--- src/rtl/iq_fifo_pkg.sv ---
// ---------------------------------------------------------------------------
// iq_fifo_pkg
//   Shared sizing for the decode-to-issue instruction queue.
//   DS_TO_IS_BUS_WD : width of one decoded bundle (ID -> IS bus)
//   IQ_DEPTH        : default queue depth
//   iq_cnt_wd()     : occupancy counter width able to hold 0..depth
// ---------------------------------------------------------------------------
package iq_fifo_pkg;

   localparam int DS_TO_IS_BUS_WD = 64;
   localparam int IQ_DEPTH        = 4;

   function automatic int iq_cnt_wd(input int depth);
      return $clog2(depth + 1);
   endfunction

endpackage

--- src/rtl/iq_fifo_ram.sv ---
// ---------------------------------------------------------------------------
// iq_fifo_ram
//   DEPTH x DATA_WD register array, one synchronous write port and one
//   asynchronous read port. Contents are not reset.
// Ports
//   clk       in   clock, rising edge
//   we_i      in   write enable
//   waddr_i   in   write address
//   wdata_i   in   write data
//   raddr_i   in   read address
//   rdata_o   out  read data (combinational)
// ---------------------------------------------------------------------------
module iq_fifo_ram
   import iq_fifo_pkg::*;
#(
   parameter int DATA_WD = DS_TO_IS_BUS_WD,
   parameter int DEPTH   = IQ_DEPTH,
   parameter int PTR_WD  = $clog2(DEPTH)
) (
   input  logic               clk,
   input  logic               we_i,
   input  logic [PTR_WD-1:0]  waddr_i,
   input  logic [DATA_WD-1:0] wdata_i,
   input  logic [PTR_WD-1:0]  raddr_i,
   output logic [DATA_WD-1:0] rdata_o
);

   logic [DATA_WD-1:0] mem_q [DEPTH];

   always_ff @(posedge clk) begin
      if (we_i) mem_q[waddr_i] <= wdata_i;
   end

   assign rdata_o = mem_q[raddr_i];

endmodule

--- src/rtl/iq_fifo.sv ---
// ---------------------------------------------------------------------------
// iq_fifo
//   Decode-to-issue instruction queue. Buffers up to DEPTH bundles between
//   ID and IS with valid/allowin handshakes on both sides, honours hazard
//   stall/flush, optional empty-queue bypass and full-queue pass-through.
// Ports
//   clk, resetn      clock (rising) / async active-low reset
//   iq_flush         discard all contents (wins over everything)
//   iq_stall         inhibit dequeue
//   ds_to_iq_valid   ID presents a bundle on ds_to_iq_bus
//   iq_allowin       queue accepts a bundle this cycle
//   iq_to_is_valid   bundle available to IS on iq_to_is_bus
//   is_allowin       IS accepts a bundle this cycle
//   iq_count         occupancy; iq_empty / iq_full derived from it
// ---------------------------------------------------------------------------
module iq_fifo
   import iq_fifo_pkg::*;
#(
   parameter int DATA_WD   = DS_TO_IS_BUS_WD,
   parameter int DEPTH     = IQ_DEPTH,
   parameter bit BYPASS    = 1'b1,
   parameter bit FULL_PASS = 1'b0,
   parameter int CNT_WD    = iq_cnt_wd(DEPTH)
) (
   input  logic               clk,
   input  logic               resetn,
   input  logic               iq_flush,
   input  logic               iq_stall,
   input  logic               ds_to_iq_valid,
   input  logic [DATA_WD-1:0] ds_to_iq_bus,
   output logic               iq_allowin,
   output logic               iq_to_is_valid,
   output logic [DATA_WD-1:0] iq_to_is_bus,
   input  logic               is_allowin,
   output logic [CNT_WD-1:0]  iq_count,
   output logic               iq_empty,
   output logic               iq_full
);

   localparam int PTR_WD = $clog2(DEPTH);

   logic [PTR_WD-1:0]  rd_ptr_q, rd_ptr_d;
   logic [PTR_WD-1:0]  wr_ptr_q, wr_ptr_d;
   logic [CNT_WD-1:0]  count_q, count_d;
   logic [DATA_WD-1:0] head;
   logic               push, pop, bypass, wr_en, rd_adv;

   assign iq_empty = (count_q == CNT_WD'(0));
   assign iq_full  = (count_q == CNT_WD'(DEPTH));

   assign iq_to_is_valid = ~iq_flush & (~iq_empty | (BYPASS & ds_to_iq_valid));
   assign pop            = iq_to_is_valid & is_allowin & ~iq_stall;
   assign iq_allowin     = ~iq_full | (FULL_PASS & pop);
   assign push           = ds_to_iq_valid & iq_allowin & ~iq_flush;

   // An empty-queue pop can only be the bypassed input: it flows straight
   // through, so neither the array nor the pointers are touched.
   assign bypass = BYPASS & iq_empty & push & pop;
   assign wr_en  = push & ~bypass;
   assign rd_adv = pop & ~bypass;

   assign iq_to_is_bus = iq_empty ? ds_to_iq_bus : head;
   assign iq_count     = count_q;

   iq_fifo_ram #(
      .DATA_WD (DATA_WD),
      .DEPTH   (DEPTH),
      .PTR_WD  (PTR_WD)
   ) u_ram (
      .clk     (clk),
      .we_i    (wr_en),
      .waddr_i (wr_ptr_q),
      .wdata_i (ds_to_iq_bus),
      .raddr_i (rd_ptr_q),
      .rdata_o (head)
   );

   always_comb begin
      rd_ptr_d = rd_ptr_q;
      wr_ptr_d = wr_ptr_q;
      count_d  = count_q;
      if (iq_flush) begin
         rd_ptr_d = '0;
         wr_ptr_d = '0;
         count_d  = '0;
      end else begin
         if (wr_en)  wr_ptr_d = wr_ptr_q + PTR_WD'(1);
         if (rd_adv) rd_ptr_d = rd_ptr_q + PTR_WD'(1);
         if (wr_en && !rd_adv)      count_d = count_q + CNT_WD'(1);
         else if (!wr_en && rd_adv) count_d = count_q - CNT_WD'(1);
      end
   end

   always_ff @(posedge clk or negedge resetn) begin
      if (!resetn) begin
         rd_ptr_q <= '0;
         wr_ptr_q <= '0;
         count_q  <= '0;
      end else begin
         rd_ptr_q <= rd_ptr_d;
         wr_ptr_q <= wr_ptr_d;
         count_q  <= count_d;
      end
   end

   // Simulation-only invariants on handshake legality and pointer/count agreement.
   always @(posedge clk) begin
      if (resetn) begin
         assert (!(push && iq_full && !pop));
         assert (!(pop && iq_empty && !bypass));
         assert (count_q <= CNT_WD'(DEPTH));
         assert (iq_full || (PTR_WD'(count_q) == PTR_WD'(wr_ptr_q - rd_ptr_q)));
      end
   end

endmodule

--- config.mk ---
export PLATFORM = sky130hd
export DESIGN_NAME = iq_fifo
export DESIGN_NICKNAME = d
export VERILOG_FILES = /design/src/rtl/iq_fifo_pkg.sv /design/src/rtl/iq_fifo_ram.sv /design/src/rtl/iq_fifo.sv
export SDC_FILE = /design/constraint.sdc
export NUM_CORES = 1
export LEC_CHECK = 0
export BUFFER_PORTS_ARGS = -buffer_cell sky130_fd_sc_hd__buf_2
export CORE_MARGIN = 2
export CORE_UTILIZATION = 50
export DETAILED_ROUTE_END_ITERATION = 8
export PLACE_DENSITY = 0.71
export SLEW_MARGIN = 25
export SYNTH_ARGS = -nofsm -noshare
export SYNTH_HDL_FRONTEND = slang
export SYNTH_SLANG_ARGS = --single-unit
--- constraint.sdc ---
create_clock -name clk -period 3.4 [get_ports clk]
set_clock_uncertainty 0.1 [all_clocks]
set_input_delay 0 -clock clk [delete_from_list [all_inputs] [get_ports clk]]
set_output_delay 0 -clock clk [all_outputs]
set_load 0.1 [all_outputs]
==> Word-level counts from Yosys, hierarchy flattened <==
Memory sizes are Yosys's and may differ from the RTL's.
Cells that the tools add are included.
{ "classes": {"div": 0, "n_reduce_logical": 8, "order_cmp": 0, "n_eq_ne": 1, "n_addsub": 4, "bitwise": 15, "n_shift": 0, "multipliers": 0, "muxes": 10} }
{ "ops": {"columns": ["op", "n"], "rows": [
  ["64-bit 2-to-1 mux", 1],
  ["1-bit bitwise AND", 9],
  ["3-bit 2-to-1 mux", 3],
  ["2-bit 2-to-1 mux", 4],
  ["1-bit inverter", 5],
  ["2-bit by 1-bit adder with 2-bit output (second input constant)", 2],
  ["2-bit nonzero test", 2],
  ["3-bit by 1-bit adder with 3-bit output (second input constant)", 1],
  ["3-bit equality test (second input constant)", 1],
  ["3-bit zero test", 1],
  ["3-bit nonzero test", 1],
  ["3-bit by 1-bit subtractor with 3-bit output (second input constant)", 1],
  ["1-bit logical AND", 2],
  ["1-bit zero test", 2],
  ["1-bit 2-to-1 mux", 2],
  ["1-bit OR", 1]
]} }
{ "word_totals": {"out_inout_bits": 71, "inputBits": 70, "latchBits": 0, "mem_bits_rw": 256, "mem_count": 1, "mem_bits_ro": 0, "word_cells": 42, "ff_bits": 7} }
{ "memory_table": {"columns": ["name", "words", "width", "rd", "rd_clocked_by_memory_dff", "write_ports", "line", "rtl"], "rows": [
  ["u_ram.mem_q", 4, 64, 1, 0, 1, "iq_fifo_ram.sv:28", "logic [DATA_WD-1:0] mem_q [DEPTH];"]
]} }

==> Logic depth before layout (Yosys ltp) <==
{ "logic_depth": {"ltp_word": 14, "mapped_depth": 7, "depth_no_buf": 7} }

==> By module <==
Synthesis repeated with hierarchy kept, for this count alone.
{ "hier_totals": {"cells_unflattened": 593, "area_unflattened_um2": 10605.2} }
{ "by_module_without_submodules": {"columns": ["module", "seq_area_each_um2", "instances", "area_each_um2", "cells_each"], "rows": [
  ["iq_fifo_ram", 7687.4, 1, 9341.5, 338],
  ["iq_fifo", 175.2, 1, 1263.7, 255]
]} }

==> Least setup slack after synthesis <==
No wires, ideal clock.
{ "synth_path": {"path_type": "reg2reg", "start": "register count_q[0], in the netlist iq_count[0]", "end": "memory u_ram.mem_q[1][0] in the netlist's numbering, enable pin", "setup_time_ns": 0.429, "arrival_ns": 3.381, "path_stages_with_launch": 5, "slack_ns": -0.510, "path_buffers": 0, "period_less_slack_ns": 3.910, "required_ns": 2.871, "path_cell_list": "dfrtp_1 or3b_4 nand3b_4 a21oi_2 and2_1"} }
{ "synth_via": {"elab_cells_between_ends": 16, "cone_classes": "eq/ne: 1; mux: 2; bitwise: 12; reduce/logical: 1"} }
{ "synth_lines": {"columns": ["element", "line", "rtl"], "rows": [
  ["start: declaration", "iq_fifo.sv:44", "logic [CNT_WD-1:0] count_q, count_d;"],
  ["start signal: assignment", "iq_fifo.sv:102", "count_q <= count_d;"],
  ["3-bit equality test *", "iq_fifo.sv:49", "assign iq_full = (count_q == CNT_WD'(DEPTH));"],
  ["1-bit inverter *", "iq_fifo.sv:53", "assign iq_allowin = ~iq_full | (FULL_PASS & pop);"],
  ["named net iq_allowin", "iq_fifo.sv:31", "output logic iq_allowin,"],
  ["1-bit bitwise AND * (2 in a row)", "iq_fifo.sv:54", "assign push = ds_to_iq_valid & iq_allowin & ~iq_flush;"],
  ["1-bit bitwise AND (2 in a row)", "iq_fifo.sv:58", "assign bypass = BYPASS & iq_empty & push & pop;"],
  ["1-bit inverter", "iq_fifo.sv:59", "assign wr_en = push & ~bypass;"],
  ["1-bit bitwise AND *", "iq_fifo.sv:59", null],
  ["1-bit 2-to-1 mux *", "iq_fifo_ram.sv:31", "if (we_i) mem_q[waddr_i] <= wdata_i;"],
  ["1-bit 2-to-1 mux (not written as such) *", "iq_fifo_ram.sv:31", null],
  ["end: declaration", "iq_fifo_ram.sv:28", null]
]} }
The timed path passes the listed nets; every way through them passes the cells marked *.

==> Worst setup path after layout <==
{ "layout_path": {"start": "register count_q[1], in the netlist iq_count[1]", "end": "output port iq_to_is_bus[39]"} }
{ "layout_via": {"elab_chain_len": 2} }
{ "layout_rtl": {"columns": ["element", "line", "rtl"], "rows": [
  ["3-bit zero test", "iq_fifo.sv:48", "assign iq_empty = (count_q == CNT_WD'(0));"],
  ["64-bit 2-to-1 mux", "iq_fifo.sv:62", "assign iq_to_is_bus = iq_empty ? ds_to_iq_bus : head;"],
  ["end: declaration", "iq_fifo.sv:33", "output logic [DATA_WD-1:0] iq_to_is_bus,"]
]} }
No other way between the ends.

==> impl_metrics.yaml <==
final_layout:
  final_cell_count_no_fill: 1111
  utilization: 0.6249
  antenna-diode-count: 0
  drive_gt1_frac: 0.3134
  area_growth_pct: 23.13
  ff_latch_area_mm2: 0.007870
  fillers: 1509
  multiInputGateArea_mm2: 0.002522
  nNetsFinal: 891
place:
  dp.cells: 991
  port_buffers: 140
  gp_congestion: 0.7505
  dp_hpwl_um: 11630
grt:
  antenna_found_initial: 0
  grt.overflow.total: 0
  grt_pass1_wl_um: 32450
  grt_pass1_vias: 6133
  grt_max_degree: 67
  grt_usage: 0.1899
sta:
  fmax_mhz: 348.1
  hold_ws_ps: 108.8
  slew_violations: 0
  layout_min_cycle_time_ps: 2873
  tns_ps: 0
  setup_viol: 0
  period_share: 0.8450
  tightest_slew_ps: 1001
  rsz0062_at_grt: "false"
  final_hold_viol_count: 0
  maxSlewHeadroom: 0.3330
clocking:
  clock_path_buffers: 3
  cts_resized: 0
  cts_buffers: 27
  cts.clk_slew.worst_paths_ps: 60
  htree_levels: 1
  cts_hold_buf: 70
  insertion_delay_ps: 510
  ctsRootBufferMaster: "clkbuf_16"
  cts_tree: "done"
  cts.sinks: 263
  cts_setup_buffers: 0
worst_setup_path:
  r2r_end: "u_ram.mem_q[3][26]"
  crit_type: "flip-flop to output port"
  crit_fanout: 66
  cp-start-kind: "flip-flop"
  end_kind: "output port"
  reg2regPathDepth: 4
  timing.rr.start: "iq_count[2]"
  required_ps: 3300
  reg2reg_setup_slack_ps: 880
  cp_data_arrival_time_ps: 2770
pwr:
  power_switching_share: 0.4369
  vdd_ir_drop_max_mv: 0.6629
  power_density_mw_per_mm2: 818.3
  pwr-share-clk: 0.249
  p_int_w: 0.006014
  seqPwrFrac: 0.358
  power_w: 0.01068
  combPwrFrac: 0.392
  power_leakage_nw: 4.796
  p_sw_w: 0.004667
logic_synthesis:
  synth_cell_type_count: 37
  synth_top_area_cell: "edfxtp_1"
  ys_warn_count: 0
  synth.top_cells.by_area: "edfxtp_1, mux4_2, nand2_1"
  synth_ff_type: "edfxtp_1"
  yosysSeqAreaShare: 0.7417
  yosys_register_bits: 263
  synth-edff-count: 256
  synth_top_cell_area_share: 0.7252
  syn_area_mm2: 0.01060
  syn-instance-count: 600
  syn_avg_cell_area_um2: 17.67
  yosys.cell_count.top_type: "edfxtp_1"
  synthArstFlopShare: 0.02662
  synth_fp_nets: 675
  synth_common_cells: "edfxtp_1, nand2_1, mux4_2"
floorplanning:
  die_w_um: 149.6
  die_h_um: 149.6
  fp.dieArea_mm2: 0.02238
  placementRows: 53
  pin_count: 141
  coreArea_mm2: 0.02089
  start_util: 0.5075
drt:
  vias: 5807
  dr.pass1.iters: 4
  drt-wirelength-per-cell_um: 18.97
  drt_iter0_drc: 380
  drcViolationCount: 0
  vias_per_cell: 5.227
  wl_um: 21070
  antenna_left: 0
status:
  outcome: "finished clean"
worst_hold_path:
  hold_end: "rd_ptr_q[1]"
  min_path_cells: 5
  hold_start: "is_allowin"
  min_path_type: "input pin to flip-flop"
run:
  cap_violations: 0
==> logic make-up after synthesis <==
| group | Yosys count | synth area share |
|---|---|---|
| xor gates and xnor gates | 3 | 0.002479 |
| DFF | 263 | 0.7417 |
| buffers and inverters | 37 | 0.02125 |
| adders and majority gates | 5 | 0.006610 |
| muxes | 67 | 0.1394 |
| AOI/OAI and AO/OA | 10 | 0.006610 |
| and+or+nand+nor | 215 | 0.08192 |
==> layout by cell type (no fill, tap or decap), types with 5 or more instances in the layout <==
| master | synthesis | final |
|---|---|---|
| edfxtp_1 | 256 | 256 |
| nand2_1 | 193 | 193 |
| buf_2 | 12 | 140 |
| dlygate4sd3_1 | 0 | 70 |
| mux4_2 | 64 | 64 |
| clkbuf_16 | 0 | 27 |
| clkbuf_1 | 3 | 10 |
| nor2_1 | 8 | 8 |
| clkinv_2 | 0 | 7 |
| inv_1 | 6 | 6 |
| dfrtp_1 | 7 | 5 |
==> critical path, stage by stage (launching register included) <==
cell and delay, ps:
dfrtp_1 440, or3_4 420, inv_2 80, buf_4 610, nand2_1 160, nand2_1 100, buf_2 430
==> power by group through the flow <==
| stage | clock network, W | logic, W | registers [W] |
|---|---|---|---|
| after floorplan | 0 | 0.00348 | 0.00390 |
| after global placement | 0 | 0.00412 | 0.00388 |
| after detailed placement | 0 | 0.00414 | 0.00390 |
| after CTS | 0.00272 | 0.00422 | 0.00383 |
| after global routing | 0.00284 | 0.00439 | 0.00385 |
| final | 0.00266 | 0.00419 | 0.00383 |
==> stage by stage <==
| stage | setup slack [ps] | instance area (µm²) |
|---|---|---|
| CTS | 496.0 | 13030 |
| finish | 527.0 | 13050 |
| global route | 358.9 | 13050 |
| detailed placement | 878.4 | 11530 |
| global placement | 990.5 | 11530 |
| floorplan | 182.3 | 10610 |
==> per-layer routing <==
layer	part of all wire	up-vias	GRT usage	routed length, µm
met5	0	-	0	0
met4	0.024	0	0.05952	511
met3	0.053	39	0.03567	1107
met2	0.50	184	0.3190	10480
met1	0.43	2878	0.2546	8969
li1	-	2706	-	-
==> flip-flops by register name, indices dropped and copies added (netlist names) <==
signal / flops
u_ram.mem_q: 256
iq_count: 3
rd_ptr_q: 2
wr_ptr_q: 2
==> worst max-delay path by stage <==
stage          cells after the start   startpoint  slack, ps                  to
6_report                           6  iq_count[1]        530    iq_to_is_bus[39]
3_3_place_gp                       4  iq_count[2]        990  u_ram.mem_q[3][36]
4_1_cts                            5  rd_ptr_q[0]        500    iq_to_is_bus[61]
3_5_place_dp                       4  iq_count[2]        880  u_ram.mem_q[2][46]
5_1_grt                            6  iq_count[1]        360    iq_to_is_bus[31]
2_1_floorplan                      4  iq_count[0]        180   u_ram.mem_q[0][0]
==> layout make-up <==
class                   count  share of cell area
flip-flops and latches    263              0.6030
clock inverters            12            0.006518
repair buffers            217              0.1143
clock buffers              37             0.05464
inverters                   7            0.002013
well taps                 275             0.02636
multi-input cells         300              0.1933
Power figures use the tool's default switching activity.
